$ cat src/rtl/spi_minion_shift_core_if.sv
// Handshake bundle between the SPI minion shift core and the SPI minion adapter.
//   pull_en           core -> adapter  one-cycle request for the next response word
//   pull_msg_val      adapter -> core  response word valid
//   pull_msg_spc      adapter -> core  adapter has space for a write
//   pull_msg_data     adapter -> core  response data (nbits-2 bits)
//   push_en           core -> adapter  one-cycle strobe, a complete frame was captured
//   push_msg_val_wrt  core -> adapter  write flag of the last completed frame
//   push_msg_val_rd   core -> adapter  read flag of the last completed frame
//   push_msg_data     core -> adapter  data of the last completed frame (nbits-2 bits)
// The master modport is the shift-core side, the slave modport is the adapter side.
interface spi_minion_shift_core_if #(
  parameter int nbits = 8
);
  logic             pull_en;
  logic             pull_msg_val;
  logic             pull_msg_spc;
  logic [nbits-3:0] pull_msg_data;
  logic             push_en;
  logic             push_msg_val_wrt;
  logic             push_msg_val_rd;
  logic [nbits-3:0] push_msg_data;

  modport master (
    output pull_en,
    input  pull_msg_val,
    input  pull_msg_spc,
    input  pull_msg_data,
    output push_en,
    output push_msg_val_wrt,
    output push_msg_val_rd,
    output push_msg_data
  );

  modport slave (
    input  pull_en,
    output pull_msg_val,
    output pull_msg_spc,
    output pull_msg_data,
    input  push_en,
    input  push_msg_val_wrt,
    input  push_msg_val_rd,
    input  push_msg_data
  );
endinterface

$ cat src/rtl/spi_minion_shift_core.sv
// SPI minion physical stage (mode 0, MSB first).
// Oversamples cs/sclk/mosi in the clk domain, deserializes every chip-select
// frame of nbits bits into a push transaction, and at the start of each frame
// pulls one response word from the adapter and serializes it onto miso.
// Ports:
//   clk    system clock
//   reset  asynchronous active-low reset
//   cs     SPI chip select, active-low, asynchronous to clk
//   sclk   SPI clock, asynchronous to clk
//   mosi   SPI data in
//   miso   SPI data out, registered, 0 outside a frame
//   bus    pull/push handshake with the adapter (master side)
// Frame layout: bit[nbits-1] write-valid, bit[nbits-2] read-valid, rest data.
module spi_minion_shift_core #(
  parameter int nbits       = 8,
  parameter int sync_stages = 2
) (
  input  logic clk,
  input  logic reset,
  input  logic cs,
  input  logic sclk,
  input  logic mosi,
  output logic miso,
  spi_minion_shift_core_if.master bus
);

  localparam int cnt_w = $clog2(nbits + 1);
  localparam logic [cnt_w-1:0] cnt_max = cnt_w'(nbits);
  localparam logic [cnt_w-1:0] cnt_one = cnt_w'(1);

  typedef enum logic [0:0] {
    ST_IDLE   = 1'b0,
    ST_ACTIVE = 1'b1
  } state_t;

  // Synchronizer chains; bit [sync_stages-1] is the synchronized value.
  logic [sync_stages-1:0] cs_sync_r;
  logic [sync_stages-1:0] sclk_sync_r;
  logic [sync_stages-1:0] mosi_sync_r;
  logic                   cs_hist_r;
  logic                   sclk_hist_r;

  logic cs_s;
  logic sclk_s;
  logic mosi_s;
  logic cs_fall_s;
  logic cs_rise_s;
  logic sclk_rise_s;

  state_t           state_r;
  state_t           state_next_s;
  logic [nbits-1:0] shreg_r;
  logic [nbits-1:0] shreg_next_s;
  logic [cnt_w-1:0] cnt_r;
  logic [cnt_w-1:0] cnt_next_s;
  logic             pull_en_r;
  logic             pull_en_next_s;
  logic             push_en_r;
  logic             push_en_next_s;
  logic             push_wrt_r;
  logic             push_wrt_next_s;
  logic             push_rd_r;
  logic             push_rd_next_s;
  logic [nbits-3:0] push_data_r;
  logic [nbits-3:0] push_data_next_s;
  logic             miso_r;

  // Pin synchronizers plus one history flop for edge detection on cs and sclk.
  always_ff @(posedge clk or negedge reset) begin
    if (!reset) begin
      cs_sync_r   <= {sync_stages{1'b1}};
      sclk_sync_r <= {sync_stages{1'b0}};
      mosi_sync_r <= {sync_stages{1'b0}};
      cs_hist_r   <= 1'b1;
      sclk_hist_r <= 1'b0;
    end else begin
      cs_sync_r   <= {cs_sync_r[sync_stages-2:0], cs};
      sclk_sync_r <= {sclk_sync_r[sync_stages-2:0], sclk};
      mosi_sync_r <= {mosi_sync_r[sync_stages-2:0], mosi};
      cs_hist_r   <= cs_sync_r[sync_stages-1];
      sclk_hist_r <= sclk_sync_r[sync_stages-1];
    end
  end

  assign cs_s        = cs_sync_r[sync_stages-1];
  assign sclk_s      = sclk_sync_r[sync_stages-1];
  assign mosi_s      = mosi_sync_r[sync_stages-1];
  assign cs_fall_s   = cs_hist_r & ~cs_s;
  assign cs_rise_s   = ~cs_hist_r & cs_s;
  // sclk falls need no action: miso simply follows the MSB register.
  assign sclk_rise_s = ~sclk_hist_r & sclk_s;

  // Next-state and next-register logic for the frame state machine.
  always_comb begin
    state_next_s     = state_r;
    shreg_next_s     = shreg_r;
    cnt_next_s       = cnt_r;
    pull_en_next_s   = 1'b0;
    push_en_next_s   = 1'b0;
    push_wrt_next_s  = push_wrt_r;
    push_rd_next_s   = push_rd_r;
    push_data_next_s = push_data_r;
    case (state_r)
      ST_IDLE: begin
        if (cs_fall_s) begin
          pull_en_next_s = 1'b1;
          shreg_next_s   = {bus.pull_msg_val, bus.pull_msg_spc, bus.pull_msg_data};
          cnt_next_s     = {cnt_w{1'b0}};
          state_next_s   = ST_ACTIVE;
        end else begin
          state_next_s = ST_IDLE;
        end
      end
      ST_ACTIVE: begin
        if (cs_rise_s) begin
          // Only a frame with a full bit count is handed over; short frames abort.
          if (cnt_r == cnt_max) begin
            push_en_next_s   = 1'b1;
            push_wrt_next_s  = shreg_r[nbits-1];
            push_rd_next_s   = shreg_r[nbits-2];
            push_data_next_s = shreg_r[nbits-3:0];
          end else begin
            push_en_next_s = 1'b0;
          end
          state_next_s = ST_IDLE;
        end else if (sclk_rise_s) begin
          shreg_next_s = {shreg_r[nbits-2:0], mosi_s};
          if (cnt_r != cnt_max) begin
            cnt_next_s = cnt_r + cnt_one;
          end else begin
            cnt_next_s = cnt_r;
          end
        end else begin
          state_next_s = ST_ACTIVE;
        end
      end
      default: begin
        state_next_s = ST_IDLE;
      end
    endcase
  end

  // State and datapath registers; miso is the registered MSB, gated by ACTIVE.
  always_ff @(posedge clk or negedge reset) begin
    if (!reset) begin
      state_r     <= ST_IDLE;
      shreg_r     <= {nbits{1'b0}};
      cnt_r       <= {cnt_w{1'b0}};
      pull_en_r   <= 1'b0;
      push_en_r   <= 1'b0;
      push_wrt_r  <= 1'b0;
      push_rd_r   <= 1'b0;
      push_data_r <= {(nbits-2){1'b0}};
      miso_r      <= 1'b0;
    end else begin
      state_r     <= state_next_s;
      shreg_r     <= shreg_next_s;
      cnt_r       <= cnt_next_s;
      pull_en_r   <= pull_en_next_s;
      push_en_r   <= push_en_next_s;
      push_wrt_r  <= push_wrt_next_s;
      push_rd_r   <= push_rd_next_s;
      push_data_r <= push_data_next_s;
      miso_r      <= (state_r == ST_ACTIVE) ? shreg_r[nbits-1] : 1'b0;
    end
  end

  assign miso                 = miso_r;
  assign bus.pull_en          = pull_en_r;
  assign bus.push_en          = push_en_r;
  assign bus.push_msg_val_wrt = push_wrt_r;
  assign bus.push_msg_val_rd  = push_rd_r;
  assign bus.push_msg_data    = push_data_r;

endmodule
$ cat src/flat_wrapper.sv
// flat-port wrapper written by rule: the top's interface ports become plain ports
module spi_minion_shift_core_flat 
#(
  parameter int nbits       = 8,
  parameter int sync_stages = 2
)
  (clk, reset, cs, sclk, mosi, miso, bus_pull_en, bus_pull_msg_val, bus_pull_msg_spc, bus_pull_msg_data, bus_push_en, bus_push_msg_val_wrt, bus_push_msg_val_rd, bus_push_msg_data);
  spi_minion_shift_core_if #(.nbits(nbits)) bus_i ();
  input  logic clk;
  input  logic reset;
  input  logic cs;
  input  logic sclk;
  input  logic mosi;
  output logic miso;
  output wire logic [$bits(bus_i.pull_en)-1:0] bus_pull_en;
  input wire logic [$bits(bus_i.pull_msg_val)-1:0] bus_pull_msg_val;
  input wire logic [$bits(bus_i.pull_msg_spc)-1:0] bus_pull_msg_spc;
  input wire logic [$bits(bus_i.pull_msg_data)-1:0] bus_pull_msg_data;
  output wire logic [$bits(bus_i.push_en)-1:0] bus_push_en;
  output wire logic [$bits(bus_i.push_msg_val_wrt)-1:0] bus_push_msg_val_wrt;
  output wire logic [$bits(bus_i.push_msg_val_rd)-1:0] bus_push_msg_val_rd;
  output wire logic [$bits(bus_i.push_msg_data)-1:0] bus_push_msg_data;
  assign bus_pull_en = bus_i.pull_en;
  assign bus_i.pull_msg_val = bus_pull_msg_val;
  assign bus_i.pull_msg_spc = bus_pull_msg_spc;
  assign bus_i.pull_msg_data = bus_pull_msg_data;
  assign bus_push_en = bus_i.push_en;
  assign bus_push_msg_val_wrt = bus_i.push_msg_val_wrt;
  assign bus_push_msg_val_rd = bus_i.push_msg_val_rd;
  assign bus_push_msg_data = bus_i.push_msg_data;
  spi_minion_shift_core #(.nbits(nbits), .sync_stages(sync_stages)) u_core (.clk(clk), .reset(reset), .cs(cs), .sclk(sclk), .mosi(mosi), .miso(miso), .bus(bus_i));
endmodule
$ cat config.mk
export PLATFORM = sky130hd
export DESIGN_NAME = spi_minion_shift_core_flat
export DESIGN_NICKNAME = d
export VERILOG_FILES = /design/src/rtl/spi_minion_shift_core_if.sv /design/src/rtl/spi_minion_shift_core.sv /design/src/flat_wrapper.sv
export SDC_FILE = /design/constraint.sdc
export NUM_CORES = 1
export LEC_CHECK = 0
export ABC_AREA = 0
export CORE_MARGIN = 2
export CORE_UTILIZATION = 51
export DETAILED_ROUTE_END_ITERATION = 7
export PLACE_DENSITY = 0.75
export SLEW_MARGIN = 5
export SYNTH_ARGS = -nofsm -noshare
export SYNTH_HDL_FRONTEND = slang
export SYNTH_SLANG_ARGS = --single-unit
$ cat constraint.sdc
create_clock -name clk -period 1.6 [get_ports clk]
set_input_delay 0.24 -clock clk [delete_from_list [all_inputs] [get_ports clk]]
set_output_delay 0.24 -clock clk [all_outputs]
set_load 0.01 [all_outputs]
==> run summary <==
The share of cell area taken by muxes after synthesis came out at 19.4%. At the worst endpoint, the required time is 1.82 ns. The number of global-route vias before repair is 880. After Yosys synthesis, XOR and XNOR cells account for 0% of the synthesized area. The total length of routed wires is 2620 um. The number of vias after detailed routing is ~870. The CTS sink count is 32. The setup skew after layout is 0.00756 ns.

The number of iterations in the first detailed-routing pass came out at 4. When the netlist entered floorplanning its net count stood at 108. The global-route wire length before repair is 3970 um. The combined area of all synthesized cells is 1390 um^2. The number of clock buffers added by TritonCTS is 5. The share of the synthesized area in compound gates (AO/OA/AOI/OAI) is under 10%. The die covers 3160 um^2. The width of the die came out at 56.2 um. The TritonCTS clock tree is yes.

The initial standard-cell utilization of the core is 55.2%. The largest net degree at the start of global routing came out at 33. In the final routed layout, each cell accounts on average for 16.2 um. After detailed routing, the number of vias per cell comes to 5.35. The number of antenna diodes in the final layout is 0. Cells with a size suffix above 1 make up 40.9% of the layout.

The detailed placer's ending HPWL is around 1700 um. The count of placed standard cells including taps came out at between 100 and 150. After floorplanning, the core was sized to cover 2520 um^2. The launching point of the worst reg2reg path is u_core.cnt_r[1]$_DFFE_PN0P_.

The clock transition time at the flip-flop clock pins of the worst setup and hold paths came out at 0.10 ns. The maximum clock frequency is 629 MHz. The number of max-slew violations in the final report is 0. The critical path in this run is classified as reg -> reg. After clock tree synthesis, the flow added hold-fix buffers numbering 0.

In this run the worst setup path begins at u_core.cnt_r[1]$_DFFE_PN0P_. The adder-cell share of the synthesized area is about 1.8%. The fill cell total of the finished layout is 190.

After synthesis, the largest family of logic cells by area is multiplexers. The number of buffers between clock root and the deepest sink is 2. Sequential elements use 57.8% of the synthesized area. The headroom to the max-slew limit came out at 72.8%. The buffer and inverter count on the worst path is 2. The minimum clock period after layout came out at 1.59 ns. At the end of the flow, the number of nets in the layout was 146.

On the critical path, the stage with the largest delay is an instance of dfrtp_1. The initial antenna violation count is 0. The average cell area after synthesis is 15.0 um^2. The run finished with clean final reports. The largest single stage delay on the critical path is around 0.44 ns. In this run the worst path has a maximum fanout of 4.

The count of different cell masters after synthesis came out at 26. The number of non-filler instances in the completed layout is 162. Summed over all layers, the global routing overflow is 0. The signal on the critical path passes through inv_2 -> ha_4 -> nand4b_4 -> nor2_8 -> clkbuf_4 -> mux2_2. The count of synthesis-stage warnings from yosys came out at 0. For the final routed database, the setup TNS stands at 0 ns. The number of port buffers is 23. Dividing the final minimum period by the clock period gives a little under 100%. After detailed routing, the number of remaining DRC violations is 0. The number of maximum-capacitance constraint violations came out at 0. The area growth from synthesis to layout is 31.3%. The power density over the cells came out at 1260 nW/um^2.

The worst hold path belongs to the class in -> async. The data arrival time of the worst path came out at 1.81 ns. The clock latency at the later pin of the worst-skew pair came out at 0.33 ns. The worst setup path is launched from a flop. The floorplan has 18 rows. The vertical die dimension came out at 56.2 um.

The deepest level of the CTS H-tree came out at 2. The worst setup path is captured at a flop. Global routing consumed, over all layers together, 17.3% of the routing resources. The worst hold slack is 0.288 ns. Of the total synthesized cell area, the portion taken by AND, OR, NAND and NOR gates is 11.2%. The hold violation total from the final report came out at 0. The routability congestion estimate from global placement is ~0.8.

The highest ir drop seen on vdd came out at 1.33 mV. The post-synthesis sequential element count is 32. The actual slew at the worst max-slew pin came out at 0.408 ns. Pin placement for this block handled 24 I/O pins.

The root cell of the clock tree is clkbuf_4. The count of mapped cells out of synthesis came out at 93. The final setup violation count is 0. In this run the static leakage power is 0.807 nW. In this design, the largest share of critical-path delay is due to flip-flops. The first routing iteration left 21 violations. The number of nets with antenna violations after detailed routing came out at 0.
==> sequential cells by signal (all words and copies together) (netlist names), 2 cells and up <==
register	count
u_core.bus.push_msg_data	6
u_core.cs_sync_r	2
u_core.cnt_r	4
u_core.sclk_sync_r	2
u_core.shreg_r	8
u_core.mosi_sync_r	2
==> cell families after synthesis <==
group | after synthesis
buffers and inverters | 5
adder cells (fa/ha/maj) | 2
multiplexers | 24
AND/OR/NAND/NOR | 18
AO/OA/AOI/OAI | 12
flip-flops | 32
==> worst register-to-register path, delay by kind of cell (launching register included) <==
family	cells	cell delay (ns)
fa+ha+maj	1	0.15
buf+inv	2	0.29
flops	1	0.44
mux	1	0.33
simple gates	2	0.27
==> final timing paths <==
| kind | depth (start not counted) | slack, ns | to |
|---|---|---|---|
| max | 6 | 0.009 | u_core.bus.push_msg_data[5]$_DFFE_PN0P_ |
| min | 2 | 0.29 | u_core.mosi_sync_r[1]$_DFF_PN0_ |
| max reg2reg | 6 | 0.009 | u_core.bus.push_msg_data[5]$_DFFE_PN0P_ |
| min reg2reg | 0 | 0.36 | u_core.sclk_sync_r[1]$_DFF_PN0_ |
| max in group asynchronous | 2 | 1.00 | u_core.cs_hist_r$_DFF_PN1_ |
| min in group clk | 1 | 0.31 | u_core.cs_sync_r[0]$_DFF_PN1_ |
==> stage by stage <==
step | setup slack, ns | util, % | cell area, um^2 | total power, mW
6_report | 0.00892 | 72.4 | 1830 | 2.30
2_1_floorplan | 0.148 | - | 1390 | 1.39
3_5_place_dp | 0.0302 | 66.4 | 1670 | 1.58
4_1_cts | 0.0124 | 70.1 | 1770 | 2.27
5_1_grt | -0.0170 | 72.4 | 1830 | 2.42
3_3_place_gp | 0.0508 | 66.4 | 1670 | 1.56
==> routing by layer <==
layer | wire length (um) | track usage (%) | share of wire, %
met1 | 1190 | 20.6 | 45
met2 | 1280 | 26.9 | 49
met3 | 139 | 8.84 | 5.3
met4 | 13 | 6.12 | 0.50
met5 | 0 | 0 | 0
==> cell usage in the layout, fill, tap and decap left out, drive strengths merged, types with 2 or more instances in the layout <==
cell type | netlist | layout
buf | 2 | 8
a31oi | 1 | 2
nand2b | 4 | 4
dfrtp | 29 | 29
nand4b | 2 | 2
mux2 | 24 | 24
clkbuf | 0 | 8
ha | 2 | 2
inv | 3 | 3
nor2b | 4 | 4
nand2 | 2 | 2
o211ai | 5 | 5
clkdlybuf4s50 | 0 | 23
dfstp | 3 | 3
==> Yosys cell counts <==
cell type | count | area [um^2]
a21boi_0 | 1 | 7.51
a21oi_1 | 1 | 5.00
a31oi_4 | 1 | 21.3
a41oi_1 | 1 | 8.76
and2_1 | 1 | 6.26
buf_6 | 2 | 22.5
dfrtp_1 | 29 | 726
dfstp_2 | 3 | 78.8
ha_1 | 2 | 25.0
inv_1 | 3 | 11.3
mux2_2 | 24 | 270
nand2_1 | 2 | 7.51
nand2b_1 | 3 | 18.8
nand2b_4 | 1 | 13.8
nand3_1 | 1 | 5.00
nand4_1 | 1 | 6.26
nand4b_1 | 1 | 8.76
nand4b_4 | 1 | 23.8
nor2_8 | 1 | 20.0
nor2b_1 | 4 | 25.0
nor3b_2 | 1 | 12.5
o211ai_1 | 5 | 37.5
o21ai_0 | 1 | 5.00
o2bb2ai_1 | 1 | 8.76
o311ai_0 | 1 | 8.76
or4_1 | 1 | 7.51
==> final cells by class <==
| class | instances | area, um^2 | area share [%] |
|---|---|---|---|
| flip-flops and latches | 32 | 805 | 44.0 |
| multi-input cells | 57 | 581 | 31.8 |
| repair buffers | 32 | 298 | 16.3 |
| clock buffers | 7 | 65.1 | 3.56 |
| well taps | 30 | 37.5 | 2.05 |
| clock inverters | 1 | 30.0 | 1.64 |
| inverters | 3 | 11.3 | 0.616 |
==> report_power, final <==
group	internal (mW)	total (mW)	switching (mW)	leakage [nW]
clock network	0.415	0.694	0.279	0.0515
registers	0.967	1.10	0.131	0.397
logic	0.313	0.510	0.197	0.359
total	1.69	2.30	0.607	0.807
==> repair_timing <==
action	in CTS	in global routing
setup buffers	0	4
endpoints found under the setup margin	0	10
hold endpoints to repair	0	0
resized for setup	0	6
Power figures use the tool's default switching activity.
